$ cat src/rtl/modn_updown_counter.sv
// Modulo-N up/down counter with parallel load, wrap/saturate ends, and terminal-count flag.
// Optional wrap-event tally enabled by defining MODN_COUNTER_WRAPCNT_EN; otherwise wrap_cnt reads 0.
module modn_updown_counter #(
    parameter int WIDTH    = 4,
    parameter int MODULUS  = 12,
    parameter int SATURATE = 0
) (
    input  logic             clock,
    input  logic             reset,
    input  logic             enable,
    input  logic             load,
    input  logic [WIDTH-1:0] din,
    input  logic             up_down,
    output logic [WIDTH-1:0] count,
    output logic             tc,
    output logic             wrap,
    output logic             load_err,
    output logic [7:0]       wrap_cnt
);

    generate
        if (WIDTH < 1 || MODULUS < 2 || MODULUS > (2 ** WIDTH)) begin : g_bad_params
            $error("modn_updown_counter: need WIDTH >= 1 and 2 <= MODULUS <= 2**WIDTH");
        end
    endgenerate

    localparam logic [WIDTH-1:0] MAX_VAL = WIDTH'(MODULUS - 1);

    logic [WIDTH-1:0] r_count;
    logic             r_wrap;
    logic             r_load_err;
    logic             w_at_max;
    logic             w_at_zero;
    logic             w_din_oob;
    logic             w_at_end;
    logic             w_step_wrap;

    assign w_at_max  = (r_count == MAX_VAL);
    assign w_at_zero = (r_count == '0);
    // Extra bit lets MODULUS == 2**WIDTH compare correctly.
    assign w_din_oob = ({1'b0, din} >= (WIDTH + 1)'(MODULUS));
    assign w_at_end  = up_down ? w_at_max : w_at_zero;
    assign w_step_wrap = !load && enable && w_at_end && (SATURATE == 0);

    assign tc       = w_at_end;
    assign count    = r_count;
    assign wrap     = r_wrap;
    assign load_err = r_load_err;

    always_ff @(posedge clock or posedge reset) begin
        if (reset) begin
            r_count    <= '0;
            r_wrap     <= 1'b0;
            r_load_err <= 1'b0;
        end else begin
            r_wrap     <= w_step_wrap;
            r_load_err <= load && w_din_oob;
            if (load) begin
                r_count <= w_din_oob ? MAX_VAL : din;
            end else if (enable) begin
                if (up_down) begin
                    if (!w_at_max) begin
                        r_count <= r_count + WIDTH'(1);
                    end else if (SATURATE == 0) begin
                        r_count <= '0;
                    end
                end else begin
                    if (!w_at_zero) begin
                        r_count <= r_count - WIDTH'(1);
                    end else if (SATURATE == 0) begin
                        r_count <= MAX_VAL;
                    end
                end
            end
        end
    end

`ifdef MODN_COUNTER_WRAPCNT_EN
    logic [7:0] r_wrap_cnt;

    always_ff @(posedge clock or posedge reset) begin
        if (reset) begin
            r_wrap_cnt <= 8'd0;
        end else if (w_step_wrap) begin
            r_wrap_cnt <= r_wrap_cnt + 8'd1;
        end
    end

    assign wrap_cnt = r_wrap_cnt;
`else
    assign wrap_cnt = 8'd0;
`endif

endmodule

$ cat config.mk
export PLATFORM = sky130hd
export DESIGN_NAME = modn_updown_counter
export DESIGN_NICKNAME = d
export VERILOG_FILES = /design/src/rtl/modn_updown_counter.sv
export SDC_FILE = /design/constraint.sdc
export NUM_CORES = 1
export LEC_CHECK = 0
export CORE_MARGIN = 5
export CORE_UTILIZATION = 31
export DETAILED_ROUTE_END_ITERATION = 10
export PLACE_DENSITY = 0.66
export SETUP_SLACK_MARGIN = 0.15
export SLEW_MARGIN = 20
export SYNTH_ARGS = -nofsm -noshare
export SYNTH_HDL_FRONTEND = slang
export SYNTH_SLANG_ARGS = --single-unit
$ cat constraint.sdc
create_clock -name clock -period 1.7 [get_ports clock]
set_input_delay 0.255 -clock clock [delete_from_list [all_inputs] [get_ports clock]]
set_output_delay 0.255 -clock clock [all_outputs]
set_load 0.01 [all_outputs]
==> run summary <==
peak per-stage delay on the critical path: 0.41 ns
overall routing resource usage: 9.50%
Setup Crit Path Kind: reg2out
core area: 1510 um^2
met2 track utilization from global routing: 17.4%
Setup violations, final: 1
Die W: 50.0 um
cells traversed along the worst timing path: inv_2 -> ha_4 -> inv_2 -> or3_4 -> a21oi_2 -> buf_2
total standard cell area after synthesis: 497 um^2
proportion of layout cells with a drive suffix above 1: 34.1%
period utilization: 103%
source-to-sink clock delay at the later pin of the worst-skew pair: 0.25 ns
count of endpoints failing hold in the final timing report: 0
number of levels the H-tree was split into: 1
number of different library cells in the post-synthesis netlist: 27
worst setup slack for register-to-register paths: 0.21 ns
Slowest-stage cell, CP: sky130_fd_sc_hd__dfrtp_2
violations in the final reports: negative setup slack
relative contribution of sequential cells to total power: 29.9%
endpoint required time on the critical path: 1.44 ns
final routed DRC violation total: 0
Setup crit end kind: primary output
height of the die: 50.0 um
Detailed Route WL: 1200 um
FMAX: 0.570 GHz
vias after detailed routing: 492
number of antenna violations at the first check in global routing: 0
Num CTS Buffers: 3
Warnings, synthesis: 0
global-route wire length before repair: 1840 um
Port-buffer cells: 15
number of cells traversed by the worst register-to-register path: 7
number of nets with antenna violations after routing: 0
most heavily used metal layer in global routing: met2
total power density per cell area: 744 nW/um^2
internal power: 0.000390 W
number of I/O pins: 24
final core occ: 51.6%
DRC violation total after the first TritonRoute iteration: 7
met1 track demand over resource: 9.09%
worst setup path startpoint: count[0]
share of synthesized flip-flops with an asynchronous set or reset: 100%
clock root buffer: sky130_fd_sc_hd__clkbuf_4
RSZ-0062 raised after global routing: true
Antenna diodes: 0
number of global-route vias before repair: 474
Clock Sink Count: 6
largest driver fanout on the critical path: 2
RD Place Congestion: 0.723
Worst Setup Slack, final: -0.0553 ns
mean cell area of the mapped netlist: 8.42 um^2
worst clock skew on the final layout: 0.00998 ns
Syn-to-layout area delta: 56.4%
starting utilization of the core area: 33.0%
number of flops mapped to enable cells by yosys: 0
net switching power figure: 0.000188 W
path class of the lowest-slack min-delay path: in2async
LEAKAGE: 0.353 nW
worst reg2reg path endpoint: count[2]
Cells after Synth: 59
share of total power in combinational logic: 44.8%
Critical Path End: tc
run status: finished, violations left
Crit path top cell by count: sky130_fd_sc_hd__inv_2
Max Cap Viol: 0
total die area: 2500 um^2
Clk pin slew, worst setup/hold paths: 0.05 ns
CP Launch Type: flip-flop
fraction of the yosys area taken by sequential cells: 30.2%
placed wire-length estimate: 880 um
M3 GR Usage: 3.92%
Primary FF master, synth: sky130_fd_sc_hd__dfrtp_1
post-synthesis sequential element count: 6
origin of the critical flop-to-flop path: count[1]
Net count, final: 100
Worst EP arrival: 1.50 ns
clock tree from TritonCTS: done
worst hold margin: 0.224 ns
Peak supply drop: 0.000383 V
Tmin final: 1.76 ns
clock share of power: 25.3%
pin count of the biggest net entering global routing: 10
cts-stage hold buffer count: 0
Site Rows: 14
vias per cell: 4.73
switching power share of the total: 32.6%
detailed-router iteration count before antenna repair: 4
mean routed wirelength per cell: 11.5 um
remaining global-route overflow: 0
Pins Over Slew Limit: 0
count of placed standard cells in the final layout, fillers left out: 104
number of placed cells counting well taps: 96
buffer levels on the longest clock path: 2
flip-flops by register name (all words and copies together) (netlist names):
name,count
count,4
load_err,1
wrap,1
cell families after synthesis:
logic type               after synthesis  synth area share (%)
flip-flops                             6                  30.2
AND/OR/NAND/NOR                       16                  19.4
multiplexers                           1                  2.02
XOR/XNOR                               3                  5.29
adder cells (fa/ha/maj)                2                  5.04
AO/OA/AOI/OAI                         16                  19.1
other                                  1                 0.755
buffers and inverters                 14                  18.1
cells in the final DEF (no fill, tap or decap):
cell / n
sky130_fd_sc_hd__inv_1: 1
sky130_fd_sc_hd__dfrtp_2: 2
sky130_fd_sc_hd__or2b_1: 1
sky130_fd_sc_hd__or3_4: 1
sky130_fd_sc_hd__nand3_1: 1
sky130_fd_sc_hd__nor2_1: 3
sky130_fd_sc_hd__inv_2: 3
sky130_fd_sc_hd__and3_2: 1
sky130_fd_sc_hd__a31oi_1: 1
sky130_fd_sc_hd__a211oi_2: 1
sky130_fd_sc_hd__nand3b_1: 1
sky130_fd_sc_hd__nor3b_1: 1
sky130_fd_sc_hd__clkbuf_4: 3
sky130_fd_sc_hd__or3_1: 1
sky130_fd_sc_hd__a21oi_1: 7
sky130_fd_sc_hd__o32ai_2: 1
sky130_fd_sc_hd__xnor2_1: 1
sky130_fd_sc_hd__conb_1: 8
sky130_fd_sc_hd__nand2_1: 3
sky130_fd_sc_hd__nand2b_1: 1
sky130_fd_sc_hd__a21oi_2: 1
sky130_fd_sc_hd__dlygate4sd2_1: 3
sky130_fd_sc_hd__o31ai_1: 1
sky130_fd_sc_hd__o21ai_1: 1
sky130_fd_sc_hd__mux2i_1: 1
sky130_fd_sc_hd__buf_4: 13
sky130_fd_sc_hd__and3_1: 1
sky130_fd_sc_hd__nand2b_4: 1
sky130_fd_sc_hd__o21ai_0: 3
sky130_fd_sc_hd__buf_2: 1
sky130_fd_sc_hd__ha_4: 2
sky130_fd_sc_hd__clkbuf_1: 1
sky130_fd_sc_hd__dfrtp_1: 4
sky130_fd_sc_hd__xor2_1: 2
sky130_fd_sc_hd__clkdlybuf4s50_1: 11
synthesized netlist by cell type (2+ instances only):
cell type	instances	area, um^2
sky130_fd_sc_hd__a21oi_1	8	40.0
sky130_fd_sc_hd__buf_4	8	60.1
sky130_fd_sc_hd__dfrtp_1	6	150
sky130_fd_sc_hd__nand2_1	3	11.3
sky130_fd_sc_hd__inv_1	4	15.0
sky130_fd_sc_hd__or3_1	2	12.5
sky130_fd_sc_hd__xor2_1	2	17.5
sky130_fd_sc_hd__ha_1	2	25.0
sky130_fd_sc_hd__o21ai_0	4	20.0
sky130_fd_sc_hd__nor2_1	3	11.3
worst min path at each step:
| stage | start | endpoint |
|---|---|---|
| global route | reset | count[3] |
| global placement | reset | load_err |
| finish | reset | count[3] |
| detailed placement | reset | wrap |
| floorplan | reset | count[1] |
| CTS | reset | count[3] |
worst max-delay path: cells and delay by family, from the launching register on:
family | cells | cell delay [ns]
and+or+nand+nor | 1 | 0.36
adders and majority gates | 1 | 0.13
DFF | 1 | 0.41
buffers and inverters | 3 | 0.23
AOI/OAI and AO/OA | 1 | 0.11
through the flow:
| stage | cell area (um^2) | setup WS [ns] | setup TNS (ns) | total power [W] |
|---|---|---|---|---|
| after CTS | 742 | -0.0726 | -0.0726 | 0.000561 |
| after global placement | 691 | -0.240 | -0.240 | 0.000396 |
| after floorplan | 528 | 0.152 | 0 | 0.000308 |
| after detailed placement | 691 | -0.264 | -0.264 | 0.000398 |
| after global routing | 777 | -0.128 | -0.128 | 0.000627 |
| final | 777 | -0.0553 | -0.0553 | 0.000578 |
cell type report:
cell class	instances	area [um^2]
fillers	138	729
well taps	16	20.0
multi-input cells	46	324
repair buffers	28	239
flip-flops and latches	6	153
clock buffers	4	26.3
inverters	4	15.0
routing by layer:
layer | vias to the layer above | share of wire [%]
met5 | - | 0
met1 | 231 | 36
li1 | 246 | -
met4 | 0 | 1.0
met2 | 13 | 57
met3 | 2 | 5.9
power groups by stage:
stage               logic [W]  clock network, W  registers [W]
floorplan            0.000123                 0       0.000186
global placement     0.000223                 0       0.000173
detailed placement   0.000224                 0       0.000175
CTS                  0.000238          0.000149       0.000174
global route         0.000285          0.000167       0.000175
finish               0.000259          0.000146       0.000173
repair_timing:
action | 4_1_cts | 5_1_grt
pin swaps | 2 | 2
setup buffers | 2 | 2
resized for setup | 14 | 4
setup endpoints to repair | 3 | 3
Power figures use the tool's default switching activity.
